### src/rtl/ring_osc_freq_counter_pkg.sv
// Shared types for the ring-oscillator frequency counter: FSM states,
// byte-select encodings and the status-byte packing helper.
package ring_osc_freq_counter_pkg;

  typedef enum logic [1:0] {
    IDLE    = 2'd0,
    ARM     = 2'd1,
    MEASURE = 2'd2,
    LATCH   = 2'd3
  } state_e;

  localparam logic [1:0] SEL_LO   = 2'd0;
  localparam logic [1:0] SEL_HI   = 2'd1;
  localparam logic [1:0] SEL_STAT = 2'd2;
  localparam logic [1:0] SEL_ZERO = 2'd3;

  function automatic logic [7:0] stat_byte(input logic ovf, input logic busy);
    return {ovf, busy, 6'b000000};
  endfunction

endpackage

### src/rtl/sync_edge_det.sv
// Multi-flop synchronizer for the asynchronous oscillator tap plus a "prev"
// flop for rising-edge detection; flush masks edges while the chain primes.
module sync_edge_det #(
  parameter int SYNC_STAGES = 2
) (
  input  logic clk,
  input  logic rst,
  input  logic osc_in,
  input  logic flush,
  output logic rise_pulse
);

  logic [SYNC_STAGES-1:0] sync_r;
  logic                   prev_r;

  // Synchronizer chain and previous-sample flop keep sampling even while
  // flushed, so prev is already valid on the first counted cycle.
  always_ff @(posedge clk or posedge rst) begin
    if (rst) begin
      sync_r <= '0;
      prev_r <= 1'b0;
    end else begin
      sync_r <= {sync_r[SYNC_STAGES-2:0], osc_in};
      prev_r <= sync_r[SYNC_STAGES-1];
    end
  end

  assign rise_pulse = sync_r[SYNC_STAGES-1] & ~prev_r & ~flush;

endmodule

### src/rtl/ring_osc_freq_counter.sv
// Gated edge counter for a ring-oscillator tap: counts synchronized rising
// edges over GATE_CYCLES clocks and latches a saturating result.
module ring_osc_freq_counter
  import ring_osc_freq_counter_pkg::*;
#(
  parameter int GATE_CYCLES = 1024,
  parameter int CNT_W       = 16,
  parameter int SYNC_STAGES = 2
) (
  input  logic       clk,
  input  logic       rst,
  input  logic       osc_in,
  input  logic       start,
  input  logic       continuous,
  input  logic [1:0] byte_sel,
  output logic [7:0] count_out,
  output logic       busy,
  output logic       done,
  output logic       overflow
);

  localparam int ARM_CYCLES = SYNC_STAGES + 1;
  localparam int TMR_MAX    = (GATE_CYCLES > ARM_CYCLES) ? GATE_CYCLES : ARM_CYCLES;
  localparam int TMR_W      = $clog2(TMR_MAX + 1);
  localparam logic [TMR_W-1:0] ARM_LOAD  = TMR_W'(ARM_CYCLES - 1);
  localparam logic [TMR_W-1:0] GATE_LOAD = TMR_W'(GATE_CYCLES - 1);
  localparam logic [CNT_W-1:0] CNT_MAX   = '1;

  state_e             state_r, state_s;
  logic [TMR_W-1:0]   tmr_r;
  logic [CNT_W-1:0]   cnt_r;
  logic               cnt_ovf_r;
  logic [CNT_W-1:0]   result_r;
  logic               ovf_r;
  logic               busy_r;
  logic               done_r;
  logic               rise_s;
  logic [15:0]        res_ext_s;

  sync_edge_det #(
    .SYNC_STAGES (SYNC_STAGES)
  ) u_sync (
    .clk        (clk),
    .rst        (rst),
    .osc_in     (osc_in),
    .flush      (state_r != MEASURE),
    .rise_pulse (rise_s)
  );

  // Next-state decode; ARM and MEASURE end when the shared timer hits zero.
  always_comb begin
    state_s = state_r;
    case (state_r)
      IDLE:    if (start)        state_s = ARM;     else state_s = IDLE;
      ARM:     if (tmr_r == '0)  state_s = MEASURE; else state_s = ARM;
      MEASURE: if (tmr_r == '0)  state_s = LATCH;   else state_s = MEASURE;
      LATCH:   if (continuous)   state_s = ARM;     else state_s = IDLE;
      default: state_s = IDLE;
    endcase
  end

  // State register and phase timer, reloaded on every state entry.
  always_ff @(posedge clk or posedge rst) begin
    if (rst) begin
      state_r <= IDLE;
      tmr_r   <= '0;
    end else begin
      state_r <= state_s;
      if (state_s != state_r) begin
        case (state_s)
          ARM:     tmr_r <= ARM_LOAD;
          MEASURE: tmr_r <= GATE_LOAD;
          default: tmr_r <= '0;
        endcase
      end else if (tmr_r != '0) begin
        tmr_r <= tmr_r - TMR_W'(1);
      end
    end
  end

  // Saturating edge counter; an increment attempted at all-ones is remembered.
  always_ff @(posedge clk or posedge rst) begin
    if (rst) begin
      cnt_r     <= '0;
      cnt_ovf_r <= 1'b0;
    end else if (state_s == ARM && state_r != ARM) begin
      cnt_r     <= '0;
      cnt_ovf_r <= 1'b0;
    end else if (state_r == MEASURE && rise_s) begin
      if (cnt_r == CNT_MAX) begin
        cnt_ovf_r <= 1'b1;
      end else begin
        cnt_r <= cnt_r + CNT_W'(1);
      end
    end
  end

  // Result capture happens only in LATCH so readers see the last full window.
  always_ff @(posedge clk or posedge rst) begin
    if (rst) begin
      result_r <= '0;
      ovf_r    <= 1'b0;
    end else if (state_r == LATCH) begin
      result_r <= cnt_r;
      ovf_r    <= cnt_ovf_r;
    end
  end

  // Status flags registered from the next state so they align with the FSM.
  always_ff @(posedge clk or posedge rst) begin
    if (rst) begin
      busy_r <= 1'b0;
      done_r <= 1'b0;
    end else begin
      busy_r <= (state_s != IDLE);
      done_r <= (state_s == LATCH);
    end
  end

  assign res_ext_s = 16'(result_r);

  // Byte-select read mux over registered state.
  always_comb begin
    count_out = 8'h00;
    case (byte_sel)
      SEL_LO:   count_out = res_ext_s[7:0];
      SEL_HI:   count_out = res_ext_s[15:8];
      SEL_STAT: count_out = stat_byte(ovf_r, busy_r);
      SEL_ZERO: count_out = 8'h00;
      default:  count_out = 8'h00;
    endcase
  end

  assign busy     = busy_r;
  assign done     = done_r;
  assign overflow = ovf_r;

endmodule

### config.mk
export PLATFORM = sky130hd
export DESIGN_NAME = ring_osc_freq_counter
export DESIGN_NICKNAME = d
export VERILOG_FILES = /design/src/rtl/ring_osc_freq_counter_pkg.sv /design/src/rtl/sync_edge_det.sv /design/src/rtl/ring_osc_freq_counter.sv
export SDC_FILE = /design/constraint.sdc
export NUM_CORES = 1
export LEC_CHECK = 0
export BUFFER_PORTS_ARGS = -buffer_cell sky130_fd_sc_hd__buf_2
export CELL_PAD_IN_SITES_DETAIL_PLACEMENT = 2
export CELL_PAD_IN_SITES_GLOBAL_PLACEMENT = 2
export CORE_MARGIN = 4
export CORE_UTILIZATION = 45
export CTS_BUF_LIST = sky130_fd_sc_hd__clkbuf_4
export CTS_CLUSTER_SIZE = 24
export DETAILED_ROUTE_END_ITERATION = 8
export GPL_ROUTABILITY_DRIVEN = 1
export PLACE_DENSITY_LB_ADDON = 0.3
export SYNTH_ARGS = -nofsm -noshare
export SYNTH_HDL_FRONTEND = slang
export SYNTH_SLANG_ARGS = --single-unit
### constraint.sdc
create_clock -name clk -period 6.3 [get_ports clk]
set_input_delay 0.315 -clock clk [delete_from_list [all_inputs] [get_ports clk]]
set_output_delay 0.315 -clock clk [all_outputs]
set_load 0.005 [all_outputs]
==> results.json, run 1 <==
{
  "outcome": "completed",
  "cp-end-kind": "flip-flop",
  "drtPass1Iterations": 5,
  "ys_warns": 0,
  "synthCells": 272,
  "worst_ir_drop_vdd_mv": 0.191,
  "antenna_cells_inserted": 0,
  "number_of_distinct_library_cell_variants_in_the_gate_level_netlist_after_synthesis": 49,
  "final_min_period_over_clock_period_pct": 49.5,
  "synth_top_family_by_area": "simple AND/OR/NAND/NOR gates",
  "flow.area_growth_from_synthesis_pct": 7.23,
  "grt_start_max_net_pins": 53,
  "core.rowCount": 28,
  "synth_largest_area_cell": "sky130_fd_sc_hd__dfrtp_1",
  "crit_path_frequent_cell": "sky130_fd_sc_hd__ha_1",
  "antenna_violations_before_repair": 0,
  "adder_cell_fraction_of_synth_area_pct": 3.07,
  "critPathRequiredTime_ns": 6.54,
  "setup.reg_to_reg.worst_slack_ns": 3.18,
  "post-route-drc-count": 0,
  "synthMuxAreaShare_pct": 11.9,
  "post-route-min-period_ns": 3.12,
  "initial_core_utilization_pct": 47.4,
  "total_core_area_um2": 6030,
  "placement.io_buffers": 17,
  "finalHoldViolCount": 0,
  "routabilityCongestion": 0.850,
  "tritoncts.num_buffers": 5,
  "p_total_uw": 842,
  "syn-cell-area_um2": 2860,
  "number_of_synthesized_register_bits": 52,
  "yosys_most_used_dff": "sky130_fd_sc_hd__dfrtp_1",
  "p_leak_uw": 0.00135,
  "critPathMaxFanout": 12,
  "detail_route.wirelength_um": 8020,
  "drtAntennaViolNets": 0,
  "achievable-frequency_mhz": 321,
  "grt_use_total_pct": 22.3,
  "cts_tree": "done",
  "worst_slew_pin_slew_ns": 0.969,
  "routed_via_density": 6.26,
  "cts_buffer_depth": 2,
  "synth_edf_count": 0,
  "yosysSeqAreaShare_pct": 45.6,
  "avgSynthCellArea_um2": 10.5,
  "asyncSetResetFlopFracSynth_pct": 100,
  "grt_remaining_overflow": 0,
  "boundaryPins": 18,
  "worst_slew_margin_relative_to_its_limit_pct": 35.4,
  "nets_in_the_synthesized_netlist": 286,
  "post_synth_xor_area_fraction_pct": 1.84,
  "worst_ep_arrival_time_ns": 3.36,
  "cts.repair.resized": 0,
  "dr_total_vias": 2278,
  "compound_cell_area_share_of_the_yosys_netlist_pct": 11.7,
  "final_layout_size_suffix_gt1_share_pct": 20.1,
  "setup_ws_ns": 3.18,
  "setup_buffers_after_cts": 0,
  "total_power_divided_by_cell_area_nw_per_um2": 275,
  "clock_insertion_delay_worst_skew_ns": 0.38,
  "vias_in_the_first_global_route": 2546,
  "cts.clk_slew.worst_paths_ns": 0.13,
  "max-cap-violations": 0,
  "cts_htree_levels": 2,
  "finalSetupViolations": 0,
  "clock_skew_ns": 0.0225,
  "synthSimpleGateAreaFrac_pct": 23.8,
  "cts_hold_buf": 0,
  "synth_top_area_share_pct": 45.6,
  "die_w_um": 87.7,
  "fin_setup_tns_ns": 0,
  "wire_per_inst_um": 22.0,
  "critPathTopFamily": "compound AO/OA/AOI/OAI gates",
  "critical-path-slowest-cell": "sky130_fd_sc_hd__a21oi_1",
  "setup.worst_path.start_class": "flip-flop",
  "cpPeakStageDelay_ns": 0.76,
  "grt_setup_unrepaired": "no",
  "setup.worst_path.class": "flip-flop to flip-flop",
  "fin_nets": 302,
  "hpwl_um": 5760,
  "wire_length_of_the_first_global_routing_pass_um": 13200,
  "min-delay-path-class": "input pin to flip-flop",
  "dieHeight_um": 87.7,
  "design.die.area_um2": 7690,
  "clock_tree.root_cell": "sky130_fd_sc_hd__clkbuf_4",
  "post_synth_main_area_contributors": "sky130_fd_sc_hd__dfrtp_1 (46%), sky130_fd_sc_hd__mux2_2 (6.3%), sky130_fd_sc_hd__mux2i_1 (5.6%), sky130_fd_sc_hd__nand2_1 (3.3%), sky130_fd_sc_hd__a21oi_1 (3.2%)",
  "tritoncts_num_sinks": 52,
  "drt_iter0_markers": 137,
  "timing.critical_path.cells": "inv_1 -> ha_1 -> nor2b_1 -> nand3_2 -> nor2_1 -> o31ai_1 -> ha_1 -> a21oi_1 -> nor4_1 -> mux2i_1",
  "place_ws_ns": 3.22,
  "slew_viol_final": 0,
  "cp.buffers_inverters": 1
}
[cells in the final DEF, fill, tap and decap left out, types with 4 or more instances in the layout]
cell	instances
sky130_fd_sc_hd__and3_1	4
sky130_fd_sc_hd__or4_1	5
sky130_fd_sc_hd__nand4_1	7
sky130_fd_sc_hd__nand2_1	25
sky130_fd_sc_hd__or3_1	5
sky130_fd_sc_hd__clkbuf_4	6
sky130_fd_sc_hd__mux2i_1	16
sky130_fd_sc_hd__a31oi_1	4
sky130_fd_sc_hd__xnor2_1	4
sky130_fd_sc_hd__dfrtp_1	52
sky130_fd_sc_hd__nor2_1	15
sky130_fd_sc_hd__inv_1	5
sky130_fd_sc_hd__buf_2	17
sky130_fd_sc_hd__o21ai_0	7
sky130_fd_sc_hd__ha_1	7
sky130_fd_sc_hd__o31ai_1	6
sky130_fd_sc_hd__a21oi_1	18
sky130_fd_sc_hd__nor4_1	6
sky130_fd_sc_hd__nand2b_1	10
sky130_fd_sc_hd__nand3_1	10
sky130_fd_sc_hd__mux2_2	16
[state kept, by name (all words and copies together) (netlist names)]
register and cells:
u_sync.sync_r 2, cnt_ovf_r 1, res_ext_s 16, state_r 2
u_sync.prev_r 1, cnt_r 16, busy 1, done 1
overflow 1, tmr_r 11
[layout make-up]
cell class,count,area [um^2]
fillers,634,2960
well taps,75,93.8
clock inverters,2,11.3
repair buffers,18,92.6
inverters,6,22.5
multi-input cells,205,1500
flip-flops and latches,52,1300
clock buffers,6,45.0
[power breakdown]
group	switching, uW	total (uW)	internal [uW]
clock network	105	152	47.1
registers	111	508	396
logic	95.6	182	86.5
[path summary, 6_finish.rpt]
| path | from | endpoint | cells past startpoint |
|---|---|---|---|
| setup / recovery | tmr_r[0]$_DFFE_PP0P_ | cnt_r[6]$_DFFE_PP0P_ | 10 |
| hold / removal | osc_in | u_sync.sync_r[0]$_DFF_PP0_ | 1 |
| setup reg to reg | tmr_r[0]$_DFFE_PP0P_ | cnt_r[6]$_DFFE_PP0P_ | 10 |
| hold reg to reg | u_sync.sync_r[0]$_DFF_PP0_ | u_sync.sync_r[1]$_DFF_PP0_ | 0 |
| max in group asynchronous | rst | cnt_r[6]$_DFFE_PP0P_ | 3 |
| min in group asynchronous | rst | cnt_r[12]$_DFFE_PP0P_ | 3 |
[per-stage QoR]
| stage | util, % | hold slack [ns] | cell area, um^2 | std cells |
|---|---|---|---|---|
| final | 50.8 | 0.0527 | 3060 | 364 |
| after global routing | 50.8 | 0.0204 | 3060 | 364 |
| after CTS | 50.8 | 0.0347 | 3060 | 364 |
| after detailed placement | 49.9 | 0.352 | 3010 | 356 |
| after global placement | 49.9 | 0.355 | 3010 | 356 |
| after floorplan | - | 0.331 | 2860 | 272 |
[synth_stat cells, types with 7 or more instances]
| cell | instances |
|---|---|
| sky130_fd_sc_hd__ha_1 | 7 |
| sky130_fd_sc_hd__nor2_1 | 15 |
| sky130_fd_sc_hd__nand3_1 | 10 |
| sky130_fd_sc_hd__nand2_1 | 25 |
| sky130_fd_sc_hd__mux2_2 | 16 |
| sky130_fd_sc_hd__o21ai_0 | 7 |
| sky130_fd_sc_hd__clkbuf_1 | 7 |
| sky130_fd_sc_hd__a21oi_1 | 18 |
| sky130_fd_sc_hd__dfrtp_1 | 52 |
| sky130_fd_sc_hd__nand4_1 | 7 |
| sky130_fd_sc_hd__mux2i_1 | 16 |
| sky130_fd_sc_hd__nand2b_1 | 10 |
[cell families (layout without fill, tap and decap cells)]
family                     Yosys count  in the layout
buffers and inverters               15             32
adders and majority gates            7              7
and+or+nand+nor                    108            108
muxes                               32             32
DFF                                 52             52
xor gates and xnor gates             6              6
AOI/OAI and AO/OA                   52             52
[layer usage]
| layer | vias to the layer above | wire length (um) | share of wire, % | global-route usage, % |
|---|---|---|---|---|
| met5 | - | 0 | 0 | 0 |
| met4 | 0 | 243 | 3.0 | 8.51 |
| met3 | 19 | 225 | 2.8 | 3.01 |
| met2 | 49 | 4280 | 53 | 40.6 |
| met1 | 1163 | 3280 | 41 | 26.6 |
| li1 | 1047 | - | - | - |
Power figures use the tool's default switching activity.
==> inputs of run 2 (changes only) <==
--- a/config.mk
+++ b/config.mk
@@ -5,11 +5,12 @@
 export SDC_FILE = /design/constraint.sdc
 export NUM_CORES = 1
 export LEC_CHECK = 0
+export ABC_AREA = 1
 export BUFFER_PORTS_ARGS = -buffer_cell sky130_fd_sc_hd__buf_2
 export CELL_PAD_IN_SITES_DETAIL_PLACEMENT = 2
 export CELL_PAD_IN_SITES_GLOBAL_PLACEMENT = 2
 export CORE_MARGIN = 4
-export CORE_UTILIZATION = 45
+export CORE_UTILIZATION = 38
 export CTS_BUF_LIST = sky130_fd_sc_hd__clkbuf_4
 export CTS_CLUSTER_SIZE = 24
 export DETAILED_ROUTE_END_ITERATION = 8
==> constraint.sdc (replaced) <==
create_clock -name clk -period 2.95 [get_ports clk]
set_input_delay 0.1475 -clock clk [delete_from_list [all_inputs] [get_ports clk]]
set_output_delay 0.1475 -clock clk [all_outputs]
set_load 0.005 [all_outputs]
==> run 2 against run 1 <==
Effect of this change:
- via count increased by 5.4%
- die area increased by 14%
- routed wire length decreased by 1.6%
- hold slack improved by 0.20 ns
- synthesized area decreased by 2.8%
- final cell count increased by 24%
- first-iteration DRC count decreased by 37%
- critical endpoint is now cnt_r[7]$_DFFE_PP0P_
- largest cell class is now sequential cells
- highest routed layer unchanged
==> results.json, run 2 <==
{
  "vias_in_the_first_global_route": 2697,
  "post-route-min-period_ns": 2.64,
  "synthMostInstantiatedCell": "sky130_fd_sc_hd__nand2_1",
  "yosys_most_used_dff": "sky130_fd_sc_hd__dfrtp_1",
  "detail_route.wirelength_um": 7890,
  "p_switching_uw": 538,
  "avgSynthCellArea_um2": 8.31,
  "syn-cell-area_um2": 2780,
  "intPower_uw": 977,
  "place_ws_ns": 0.176,
  "synth_largest_area_cell": "sky130_fd_sc_hd__dfrtp_1",
  "cts_htree_levels": 2,
  "share_seq_of_total_power_pct": 55.9,
  "final_common_cell": "sky130_fd_sc_hd__nand2_1",
  "p_leak_uw": 0.00145,
  "netSwitchingFraction_pct": 35.5,
  "wire_length_of_the_first_global_routing_pass_um": 13700,
  "cts.clk_slew.worst_paths_ns": 0.16,
  "synth.top_cells.by_count": "sky130_fd_sc_hd__nand2_1 (71), sky130_fd_sc_hd__dfrtp_1 (52), sky130_fd_sc_hd__inv_1 (33)",
  "worst_flop_to_flop_path_endpoint": "cnt_r[7]$_DFFE_PP0P_",
  "fin_nets": 370,
  "finalHoldViolCount": 0,
  "final_min_period_over_clock_period_pct": 89.3,
  "max-cap-violations": 0,
  "synthCells": 334,
  "drtAntennaViolNets": 0,
  "hpwl_um": 5790,
  "min_delay_worst_endpoint": "state_r[0]$_DFF_PP0_",
  "worst_ir_drop_vdd_mv": 0.220,
  "combinationalPowerShare_pct": 21.1,
  "fin_setup_tns_ns": 0,
  "final_layout_size_suffix_gt1_share_pct": 17.6,
  "drt_iter0_markers": 86,
  "cts_buffer_depth": 2,
  "outcome": "completed",
  "timing.reg2reg.worst_path_depth": 19,
  "number_of_synthesized_register_bits": 52,
  "synth_top_area_share_pct": 46.9,
  "cp-end-kind": "flip-flop",
  "dieHeight_um": 93.5,
  "flow.area_growth_from_synthesis_pct": 10.5,
  "initial_core_utilization_pct": 40.0,
  "layout.cells.most_common_list": "sky130_fd_sc_hd__nand2_1 (71), sky130_fd_sc_hd__dfrtp_1 (52), sky130_fd_sc_hd__nand3_1 (32), sky130_fd_sc_hd__inv_1 (31), sky130_fd_sc_hd__nor2_1 (22)",
  "antenna_cells_inserted": 0,
  "setup.reg_to_reg.worst_slack_ns": 0.31,
  "holdCritStartpoint": "start",
  "dr_total_vias": 2400,
  "setup.worst_path.class": "flip-flop to flip-flop",
  "post_synth_main_area_contributors": "sky130_fd_sc_hd__dfrtp_1 (47%), sky130_fd_sc_hd__nand2_1 (9.6%), sky130_fd_sc_hd__nand3_1 (5.8%), sky130_fd_sc_hd__inv_1 (4.5%), sky130_fd_sc_hd__o21ai_0 (3.8%)",
  "nets_in_the_synthesized_netlist": 348,
  "worst_ep_arrival_time_ns": 2.91,
  "slew_viol_final": 0,
  "drtPass1Iterations": 4,
  "power_frac_clock_pct": 23.0,
  "critPathRequiredTime_ns": 3.22,
  "min-delay-path-class": "input pin to flip-flop",
  "seqCellArea_um2": 1300,
  "critPathMaxFanout": 13,
  "grt_remaining_overflow": 0,
  "grt_start_max_net_pins": 35,
  "tritoncts_num_sinks": 52,
  "die_w_um": 93.5,
  "asyncSetResetFlopFracSynth_pct": 100,
  "design.die.area_um2": 8730,
  "wire_per_inst_um": 17.4,
  "clock_tree.root_cell": "sky130_fd_sc_hd__clkbuf_4",
  "clock_insertion_delay_worst_skew_ns": 0.38,
  "cts_tree": "done",
  "placement.io_buffers": 17,
  "routed_via_density": 5.30,
  "finalSetupViolations": 0,
  "multiInputGateArea_um2": 1270,
  "achievable-frequency_mhz": 379,
  "setup.worst_path.start_class": "flip-flop",
  "antenna_violations_before_repair": 0,
  "n_fill_cell": 802,
  "tritoncts.num_buffers": 5,
  "whs_path_depth": 5,
  "routabilityCongestion": 0.825,
  "post-route-drc-count": 0,
  "number_of_distinct_library_cell_variants_in_the_gate_level_netlist_after_synthesis": 31,
  "worst_slew_margin_relative_to_its_limit_pct": 39.1,
  "boundaryPins": 18,
  "core.rowCount": 30,
  "r2r_start": "tmr_r[0]$_DFFE_PP0P_",
  "synth_edf_count": 0,
  "setup_ws_ns": 0.314,
  "total_power_divided_by_cell_area_nw_per_um2": 494,
  "worst_slew_pin_slew_ns": 0.911,
  "grt_use_total_pct": 19.9,
  "yosysSeqAreaShare_pct": 46.9,
  "clock_skew_ns": 0.0149,
  "ys_warns": 0,
  "total_core_area_um2": 6940,
  "worst_hold_slack_ns": 0.249
}
==> run 2: through the flow <==
step	util (%)	instance area [um^2]	instances	total power [uW]
6_report	44.2	3070	453	1510
3_3_place_gp	42.7	2960	442	1150
2_1_floorplan	-	2780	334	1060
4_1_cts	43.8	3040	452	1530
3_5_place_dp	42.7	2960	442	1170
5_1_grt	44.2	3070	453	1620
==> run 2: timing repair <==
| item | CTS | global route |
|---|---|---|
| hold buffers | 2 | 0 |
| setup buffers | 0 | 1 |
| hold endpoints to repair | 31 | 0 |
| resized for setup | 0 | 7 |
| setup endpoints to repair | 0 | 14 |
==> run 2: worst max-delay path, stage by stage, from the launching register on <==
cell and delay [ns]:
sky130_fd_sc_hd__dfrtp_1 0.42, sky130_fd_sc_hd__inv_2 0.10, sky130_fd_sc_hd__ha_2 0.20, sky130_fd_sc_hd__inv_1 0.04, sky130_fd_sc_hd__nor2_1 0.08, sky130_fd_sc_hd__nand2_1 0.07
sky130_fd_sc_hd__nor2_1 0.09, sky130_fd_sc_hd__nand3_1 0.10, sky130_fd_sc_hd__nand3_1 0.12, sky130_fd_sc_hd__nand2_1 0.11, sky130_fd_sc_hd__inv_2 0.11, sky130_fd_sc_hd__ha_2 0.21
sky130_fd_sc_hd__o21ai_4 0.07, sky130_fd_sc_hd__inv_2 0.08, sky130_fd_sc_hd__nor2_1 0.07, sky130_fd_sc_hd__nor2_4 0.17, sky130_fd_sc_hd__buf_8 0.16, sky130_fd_sc_hd__nand2_1 0.09
sky130_fd_sc_hd__o21ai_1 0.17, sky130_fd_sc_hd__a21oi_1 0.06
==> run 2: how the worst max path moves through the flow <==
stage                                    start               endpoint  slack, ns
final                     tmr_r[0]$_DFFE_PP0P_   cnt_r[7]$_DFFE_PP0P_       0.31
after global routing      tmr_r[0]$_DFFE_PP0P_   cnt_r[6]$_DFFE_PP0P_     -0.005
after CTS                 tmr_r[0]$_DFFE_PP0P_   cnt_r[7]$_DFFE_PP0P_       0.13
after detailed placement  tmr_r[0]$_DFFE_PP0P_   cnt_r[7]$_DFFE_PP0P_       0.18
after global placement    tmr_r[0]$_DFFE_PP0P_  cnt_r[13]$_DFFE_PP0P_       0.38
after floorplan           tmr_r[0]$_DFFE_PP0P_   cnt_r[4]$_DFFE_PP0P_       0.66
==> run 2: kinds of logic (layout without fill, tap and decap cells) <==
kind of cell	Yosys count	after routing	synth area share, %
fa+ha+maj	7	7	3.16
xor+xnor	10	10	3.16
flops	52	52	46.9
simple gates	159	159	26.8
buf+inv	52	75	7.57
compound gates	54	54	12.4
==> run 2: cell type report <==
cell class | count | share of cell area, %
Tap cell | 96 | 3.92
Inverter | 43 | 5.30
Timing Repair Buffer | 24 | 4.90
Clock inverter | 2 | 0.449
Clock buffer | 6 | 1.47
Sequential cell | 52 | 42.4
Multi-Input combinational cell | 230 | 41.5
==> run 2: power groups by stage <==
stage,clock [uW],sequential [uW],combinational (uW)
after global routing,401,857,359
after floorplan,0,838,222
after detailed placement,0,858,311
after CTS,362,846,319
after global placement,0,853,297
final,348,847,320
==> run 2: routing by layer <==
layer  vias to the layer above  GRT usage, %  wire length, um  part of all wire [%]
li1                       1150             -                -                     -
met1                      1211          26.6             3740                    47
met2                        29          33.3             3830                    49
met3                        10          3.14              193                   2.4
met4                         0          5.37              124                   1.6
met5                         -             0                0                     0
